`src/rtl/fp_mul_operand_loader.sv`:
```
// fp_mul_operand_loader: assembles two byte-serial binary64 operands (A then B,
// LSB first) and hands them to the multiplier core over a valid/ready handshake.
// A partial frame that stalls for IDLE_TIMEOUT cycles is discarded.
// Optional feature macro: FP_CLASSIFY_EN (pre-resolves IEEE special products;
// assumes WORD_W = 64). Without it OP_SPECIAL/OP_SPECIAL_Z are tied to 0.
module fp_mul_operand_loader #(
  parameter int BYTE_W       = 8,
  parameter int WORD_W       = 64,
  parameter int IDLE_TIMEOUT = 4
) (
  input  logic              CLK,
  input  logic              RESET,
  input  logic              ENABLE,
  input  logic [BYTE_W-1:0] DATA_IN,
  output logic              BUSY,
  output logic              OP_VALID,
  input  logic              OP_READY,
  output logic [WORD_W-1:0] OP_A,
  output logic [WORD_W-1:0] OP_B,
  output logic              OP_SPECIAL,
  output logic [WORD_W-1:0] OP_SPECIAL_Z,
  output logic              OVERRUN,
  output logic              FRAME_ABORT
);

  localparam int NBYTES = WORD_W / BYTE_W;
  localparam int CNT_W  = (NBYTES > 1) ? $clog2(NBYTES) : 1;
  localparam int IDLE_W = $clog2(IDLE_TIMEOUT + 1);
  localparam logic [CNT_W-1:0]  LAST_BYTE = CNT_W'(NBYTES - 1);
  localparam logic [IDLE_W-1:0] IDLE_LAST = IDLE_W'(IDLE_TIMEOUT - 1);

  typedef enum logic [1:0] {
    COLLECT_A = 2'd0,
    COLLECT_B = 2'd1,
    HOLD      = 2'd2
  } state_t;

  state_t              state_reg, state_next;
  logic [CNT_W-1:0]    count_reg, count_next;
  logic [IDLE_W-1:0]   idle_reg, idle_next;
  logic                abort_reg, abort_next;
  logic                overrun_reg, overrun_set;
  logic                wr_a, wr_b;
  logic [WORD_W-1:0]   op_a_reg, op_b_reg;
  logic [NBYTES-1:0]   lane_sel;

  // One-hot byte-lane select decoded from the current byte count.
  for (genvar gi = 0; gi < NBYTES; gi++) begin : g_lane
    assign lane_sel[gi] = (count_reg == CNT_W'(gi));
  end

  // State register.
  always_ff @(posedge CLK) begin
    if (RESET) state_reg <= COLLECT_A;
    else       state_reg <= state_next;
  end

  // Next-state logic: byte counting, idle timeout, handshake and overrun detection.
  always_comb begin
    state_next  = state_reg;
    count_next  = count_reg;
    idle_next   = idle_reg;
    abort_next  = 1'b0;
    overrun_set = 1'b0;
    wr_a        = 1'b0;
    wr_b        = 1'b0;
    case (state_reg)
      COLLECT_A: begin
        if (ENABLE) begin
          wr_a      = 1'b1;
          idle_next = '0;
          if (count_reg == LAST_BYTE) begin
            count_next = '0;
            state_next = COLLECT_B;
          end else begin
            count_next = count_reg + 1'b1;
          end
        end else if (count_reg != '0) begin
          // An empty A never times out; only a started frame can stall.
          if (idle_reg == IDLE_LAST) begin
            abort_next = 1'b1;
            count_next = '0;
            idle_next  = '0;
            state_next = COLLECT_A;
          end else begin
            idle_next = idle_reg + 1'b1;
          end
        end
      end
      COLLECT_B: begin
        if (ENABLE) begin
          wr_b      = 1'b1;
          idle_next = '0;
          if (count_reg == LAST_BYTE) begin
            count_next = '0;
            state_next = HOLD;
          end else begin
            count_next = count_reg + 1'b1;
          end
        end else if (idle_reg == IDLE_LAST) begin
          abort_next = 1'b1;
          count_next = '0;
          idle_next  = '0;
          state_next = COLLECT_A;
        end else begin
          idle_next = idle_reg + 1'b1;
        end
      end
      HOLD: begin
        idle_next = '0;
        if (OP_READY) begin
          state_next = COLLECT_A;
          count_next = '0;
          // Zero-bubble: a byte on the accept edge is byte 0 of the next A.
          if (ENABLE) begin
            wr_a       = 1'b1;
            count_next = CNT_W'(1);
          end
        end else if (ENABLE) begin
          overrun_set = 1'b1;
        end
      end
      default: begin
        state_next = COLLECT_A;
        count_next = '0;
        idle_next  = '0;
      end
    endcase
  end

  // Counters, abort pulse and sticky overrun flag.
  always_ff @(posedge CLK) begin
    if (RESET) begin
      count_reg   <= '0;
      idle_reg    <= '0;
      abort_reg   <= 1'b0;
      overrun_reg <= 1'b0;
    end else begin
      count_reg   <= count_next;
      idle_reg    <= idle_next;
      abort_reg   <= abort_next;
      overrun_reg <= overrun_reg | overrun_set;
    end
  end

  // Operand assembly: each accepted byte lands in the lane picked by the count.
  always_ff @(posedge CLK) begin
    if (RESET) begin
      op_a_reg <= '0;
      op_b_reg <= '0;
    end else begin
      for (int i = 0; i < NBYTES; i++) begin
        if (wr_a && lane_sel[i]) op_a_reg[i*BYTE_W +: BYTE_W] <= DATA_IN;
        if (wr_b && lane_sel[i]) op_b_reg[i*BYTE_W +: BYTE_W] <= DATA_IN;
      end
    end
  end

  assign OP_VALID    = (state_reg == HOLD);
  assign BUSY        = (state_reg == HOLD);
  assign OP_A        = op_a_reg;
  assign OP_B        = op_b_reg;
  assign OVERRUN     = overrun_reg;
  assign FRAME_ABORT = abort_reg;

`ifdef FP_CLASSIFY_EN
  // B as it will look after the final byte lands; lets the result register
  // on the same edge that enters HOLD.
  logic [WORD_W-1:0] b_full;
  logic              hold_load, hold_accept;
  logic              special_next, special_reg;
  logic [WORD_W-1:0] special_z_next, special_z_reg;
  logic              a_nan, b_nan, a_inf, b_inf, a_zero, b_zero, sign_z;

  assign b_full      = {DATA_IN, op_b_reg[WORD_W-BYTE_W-1:0]};
  assign hold_load   = (state_reg == COLLECT_B) && ENABLE && (count_reg == LAST_BYTE);
  assign hold_accept = (state_reg == HOLD) && OP_READY;

  assign a_nan  = (&op_a_reg[62:52]) && (|op_a_reg[51:0]);
  assign b_nan  = (&b_full[62:52]) && (|b_full[51:0]);
  assign a_inf  = (&op_a_reg[62:52]) && !(|op_a_reg[51:0]);
  assign b_inf  = (&b_full[62:52]) && !(|b_full[51:0]);
  assign a_zero = !(|op_a_reg[62:0]);
  assign b_zero = !(|b_full[62:0]);
  assign sign_z = op_a_reg[63] ^ b_full[63];

  // Special-case classification, first match wins.
  always_comb begin
    special_next   = 1'b0;
    special_z_next = '0;
    if (a_nan || b_nan || (a_inf && b_zero) || (b_inf && a_zero)) begin
      special_next   = 1'b1;
      special_z_next = 64'h7FF8_0000_0000_0000;
    end else if (a_inf || b_inf) begin
      special_next   = 1'b1;
      special_z_next = {sign_z, 11'h7FF, 52'h0};
    end else if (a_zero || b_zero) begin
      special_next   = 1'b1;
      special_z_next = {sign_z, 63'h0};
    end
  end

  // Classification result registered alongside OP_VALID, cleared on accept.
  always_ff @(posedge CLK) begin
    if (RESET || hold_accept) begin
      special_reg   <= 1'b0;
      special_z_reg <= '0;
    end else if (hold_load) begin
      special_reg   <= special_next;
      special_z_reg <= special_z_next;
    end
  end

  assign OP_SPECIAL   = special_reg;
  assign OP_SPECIAL_Z = special_z_reg;
`else
  assign OP_SPECIAL   = 1'b0;
  assign OP_SPECIAL_Z = '0;
`endif

endmodule

```
`config.mk`:
```
export PLATFORM = sky130hd
export DESIGN_NAME = fp_mul_operand_loader
export DESIGN_NICKNAME = d
export VERILOG_FILES = /design/src/rtl/fp_mul_operand_loader.sv
export SDC_FILE = /design/constraint.sdc
export NUM_CORES = 1
export LEC_CHECK = 0
export ABC_AREA = 1
export BUFFER_PORTS_ARGS = -buffer_cell sky130_fd_sc_hd__buf_2
export CORE_ASPECT_RATIO = 1.1
export CORE_MARGIN = 2
export CORE_UTILIZATION = 35
export CTS_CLUSTER_DIAMETER = 30
export DETAILED_ROUTE_END_ITERATION = 16
export PLACE_DENSITY = 0.68
export SLEW_MARGIN = 25
export SYNTH_ARGS = -nofsm -noshare
export SYNTH_HDL_FRONTEND = slang
export SYNTH_SLANG_ARGS = --single-unit
```
`constraint.sdc`:
```
create_clock -name CLK -period 1.7 [get_ports CLK]
set_input_delay 0.255 -clock CLK [delete_from_list [all_inputs] [get_ports CLK]]
set_output_delay 0.255 -clock CLK [all_outputs]
set_load 0.01 [all_outputs]
```
# Yosys cells after proc, flatten, opt, wreduce, memory -nomap -nowiden
# Index checks and enable logic that the tools add are counted.
dict set report classes {
  bitwise 1
  n_eq_ne 14
  mux 32
  n_mul 0
  n_addsub 2
  shifts 0
  order_cmp 0
  div 0
  n_reduce_logical 21
}
# op n
set ops {}
lappend ops {{3-bit 2-to-1 mux} 10}
lappend ops {{1-bit logical AND} 16}
lappend ops {{2-bit 2-to-1 mux} 7}
lappend ops {{3-bit equality test, second input constant} 4}
lappend ops {{1-bit 2-to-1 mux} 10}
lappend ops {{3-bit by 2-bit equality test with 1-bit output, second input constant} 3}
lappend ops {{3-bit inequality test, second input constant} 3}
lappend ops {{3-bit case mux with 3 select lines} 1}
lappend ops {{3-bit by 1-bit adder with 3-bit output, second input constant} 2}
lappend ops {{2-bit case mux with 3 select lines} 1}
lappend ops {{3-bit case mux with 2 select lines} 1}
lappend ops {{1-bit case mux with 2 select lines} 2}
lappend ops {{4-bit AND reduction} 1}
lappend ops {{3-bit by 1-bit equality test with 1-bit output, second input constant} 1}
lappend ops {{3-bit logical NOT} 1}
lappend ops {{3-bit nonzero test} 1}
lappend ops {{2-bit by 1-bit equality test with 1-bit output, second input constant} 1}
lappend ops {{2-bit equality test, second input constant} 1}
lappend ops {{2-bit logical NOT} 1}
lappend ops {{2-bit by 1-bit inequality test with 1-bit output, second input constant} 1}
lappend ops {{2-bit AND reduction} 1}
lappend ops {{1-bit bitwise OR} 1}
dict set report word_totals {
  word_cells 91
  latch_bits 0
  mem_bits_ro 0
  ff_bits 138
  output_inout_bits 197
  n_memories 0
  ramBits 0
  in_bits 12
}

# Logic depth before layout (Yosys ltp)
dict set report depth {
  word_depth 5
  mapped_depth 10
  depth_no_buf 9
}

# Least setup slack after synthesis
# No wires, ideal clock.
dict set report synth_path {
  path_type {register to register}
  from {register count_reg[0]}
  to {register state_reg[0]}
  required_time_ns 1.585
  setup_ns 0.115
  path_stages_with_launch 10
  period_less_slack_ns 1.431
  setup_slack_ns 0.269
  t_arrival_ns 1.316
  path_buffers 1
  path_cell_list {dfxtp_1 ha_1 ha_1 buf_2 inv_1 nand3b_1 nand2_1 inv_1 a21oi_1 nor2_1}
}
dict set report synth_via {
  elab_chain_len 3
  word_cells_on_any_way 6
  classes_between {4 x eq/ne; 2 x reduce/logical}
}
# item line
set synth_lines {}
lappend synth_lines {{start: declaration} 39} ;# logic [CNT_W-1:0] count_reg, count_next;
lappend synth_lines {{start signal: assignment} 139} ;# count_reg <= count_next;
lappend synth_lines {{3-bit equality test or 3-bit nonzero test (tied branches)} {72, 94, 78}}
lappend synth_lines {{3-bit inequality test (no line)} --}
lappend synth_lines {{4-bit AND reduction (no line) (*)} --}
lappend synth_lines {{end signal: assignment} 55} ;# else state_reg <= state_next;
lappend synth_lines {{end: declaration} 38} ;# state_t state_reg, state_next;
# Mark *: on every way between the ends. The rest lies on a longest branch, timed or not.
# A chain may end at the register's enable or synchronous reset.

# Worst setup path in the final report
dict set report layout_path {
  from {register state_reg[1]}
  to {output OP_VALID}
}
dict set report layout_via {
  elab_chain_len 1
}
# item line
set layout_lines {}
lappend layout_lines {{2-bit equality test} 159} ;# assign OP_VALID = (state_reg == HOLD);
lappend layout_lines {{end: declaration} 16} ;# output logic OP_VALID,
# No other way between the ends.

==> results_dict.tcl <==
set metrics [dict create \
    status "completed" \
    synthTopCellsByArea "dfxtp_1 (48%), nor2_1 (13%), buf_4 (8.7%)" \
    syn_area_per_cell_um2 7.79 \
    wl_met3_mm 1.41 \
    grt_first_pass_wirelength_mm 25.1 \
    synth.area.mux_share_pct 0 \
    n_antenna_cell 0 \
    skew_ns 0.0126 \
    timing.critical_path.buf_inv 2 \
    grt_max_degree 74 \
    netlist_instances 735 \
    wl_per_cell_um 15.0 \
    finalHoldViolations 0 \
    fin_setup_tns_ns 0 \
    start_kind "flop" \
    synth-simple-area-share_pct 24.3 \
    synth_flop_cell "dfxtp_1" \
    wl_met1_mm 7.30 \
    synth_top_family_by_area "simple AND/OR/NAND/NOR gates" \
    syn_area_um2 5720 \
    drive_gt1_share_pct 24.7 \
    worstPathRequired_ns 1.44 \
    synth-async-reset-ratio_pct 0 \
    min_period_ns 1.56 \
    drc 0 \
    stdcell_area_um2 6930 \
    synth_top_area_cell "dfxtp_1" \
    seq_area_frac_synth_pct 48.3 \
    clkSinkCount 138 \
    path_clk_slew_ns 0.06 \
    yosysWarnings 0 \
    portBuffers 143 \
    die_h_um 138 \
    ios 209 \
    fmax_mhz 640 \
    power.leakage_uw 0.00345 \
    drt-pass1-iter-count 4 \
    ys_ff_latch 138 \
    synth_common_cells "nor2_1 (203), dfxtp_1 (138), o21ai_0 (97), buf_4 (66), nand2_1 (53)" \
    nNetsFinal 891 \
    synth_edf_count 0 \
    htreeDepth 4 \
    ant_nets 0 \
    post_dp_cell_area_um2 6350 \
    synth_adder_area_share_pct 1.53 \
    synth_xor_area_share_pct 0 \
    setup_viol 0 \
    drtIter0Drc 296 \
    grt.total_usage_pct 18.2 \
    max_cap_violations 0 \
    peakVddDrop_mv 0.644 \
    setup_ws_ns 0.137 \
    core_area_um2 16200 \
    vias 4980 \
    top_layer "met4" \
    via_per_inst 4.58 \
    fillers 1661 \
    powerDensity_nw_per_um2 1080 \
    rsz0062_at_grt "false" \
    clk-insertion-delay-late_ns 0.42 \
    path_delay_family "flip-flops" \
    grt_pass1_vias 4405 \
    yosys.cell_count.top_type "nor2_1" \
    worstSetupEndpointType "output pin" \
    worst_pin_slew_ns 0.551 \
    crit_chain "nand2_1 > inv_1 > buf_2" \
    slew_headroom_pct 63.2 \
    dp_slack_ns 0.0928 \
    synth_compound_area_share_pct 12.0 \
    report.final.slew_viol_count 0 \
    place.gp.congestion 0.843 \
    dpl.hpwl_mm 10.7 \
    crit_type "reg -> out" \
    dieArea_um2 17400 \
    core.rowCount 49 \
    hp-class "in -> reg" \
    wirelength_mm 16.3 \
    crit_slowest_cell "dfxtp_1" \
    syn_to_final_growth_pct 21.1 \
    synth_top_cell_area_share_pct 48.3 \
    clockBufferDepth 2 \
    cts_inserted_buffers 17 \
    antenna_found_initial 0 \
    grt.overflow.total 0 \
    max_stage_delay_ns 0.48 \
    tritoncts "yes" \
    initial_utilization_pct 35.4 \
    fin_crit_sh_pct 92.0 \
    worstPathArrival_ns 1.31 \
    met2_length_mm 7.41 \
    die_w_um 126 \
    root_buffer "clkbuf_16" \
    cp_max_fo 7 \
    synth_cell_types 29 \
]
-- kinds of logic (layout without fill, tap and decap cells) --
kind of cell / count (synthesis) / after routing
AO/OA/AOI/OAI: 137 / 137
adder cells (fa/ha/maj): 7 / 7
buffers and inverters: 133 / 217
flip-flops: 138 / 138
other: 1 / 65
AND/OR/NAND/NOR: 319 / 320
-- path summary, 6_finish.rpt --
kind	depth (start not counted)	slack [ns]	startpoint	end
hold / removal	2	0.12	RESET	OP_B[61]$_SDFFE_PP0P_
hold reg to reg	2	0.46	OP_B[59]$_SDFFE_PP0P_	OP_B[59]$_SDFFE_PP0P_
setup reg to reg	6	0.17	state_reg[1]$_SDFFE_PP0P_	OP_B[13]$_SDFFE_PP0P_
setup / recovery	3	0.14	state_reg[1]$_SDFFE_PP0P_	OP_VALID
-- what timing repair did --
| item | 4_1_cts | 5_1_grt |
|---|---|---|
| hold buffers | 0 | 0 |
| endpoints found under the setup margin | 0 | 18 |
| resized for setup | 0 | 3 |
| setup buffers | 0 | 3 |
-- final cells by class --
| class | instances | area (um^2) | area share [%] |
|---|---|---|---|
| sequential | 138 | 2760 | 39.9 |
| multi-input combinational | 529 | 2420 | 34.9 |
| timing repair buffer | 154 | 811 | 11.7 |
| clock buffer | 24 | 482 | 6.95 |
| tap | 204 | 255 | 3.68 |
| inverter | 32 | 133 | 1.91 |
| clock inverter | 7 | 67.6 | 0.975 |
-- per-stage QoR --
stage / hold WS, ns / utilization [%] / instances / power [uW]
floorplan: 0.438 / - / 799 / 3990
global placement: 0.446 / 39.2 / 1053 / 4090
detailed placement: 0.448 / 39.2 / 1053 / 4100
CTS: 0.108 / 42.6 / 1084 / 7560
global route: 0.134 / 42.8 / 1088 / 7780
finish: 0.116 / 42.8 / 1088 / 7490
-- routing by layer --
layer	vias up	track usage (%)
met5	-	0
met1	2270	24.2
li1	2499	-
met4	0	5.09
met3	15	6.08
met2	196	28.5
-- cell usage in the layout, fill, tap and decap left out, types with 10 or more instances in the layout --
| cell type | n |
|---|---|
| buf_2 | 143 |
| inv_1 | 18 |
| a21oi_1 | 38 |
| conb_1 | 65 |
| dfxtp_1 | 137 |
| nand3_1 | 38 |
| o21ai_0 | 97 |
| nor2_4 | 13 |
| inv_2 | 10 |
| buf_4 | 10 |
| nor2_1 | 202 |
| nand2_1 | 53 |
| clkbuf_16 | 17 |
-- power breakdown --
group,switching (uW),internal (uW),total (uW),leakage [uW]
logic,492,172,663,0.00207
clock network,1330,2110,3440,0.000262
registers,55.3,3330,3380,0.00112
total,1880,5610,7490,0.00345
Power figures use the tool's default switching activity.
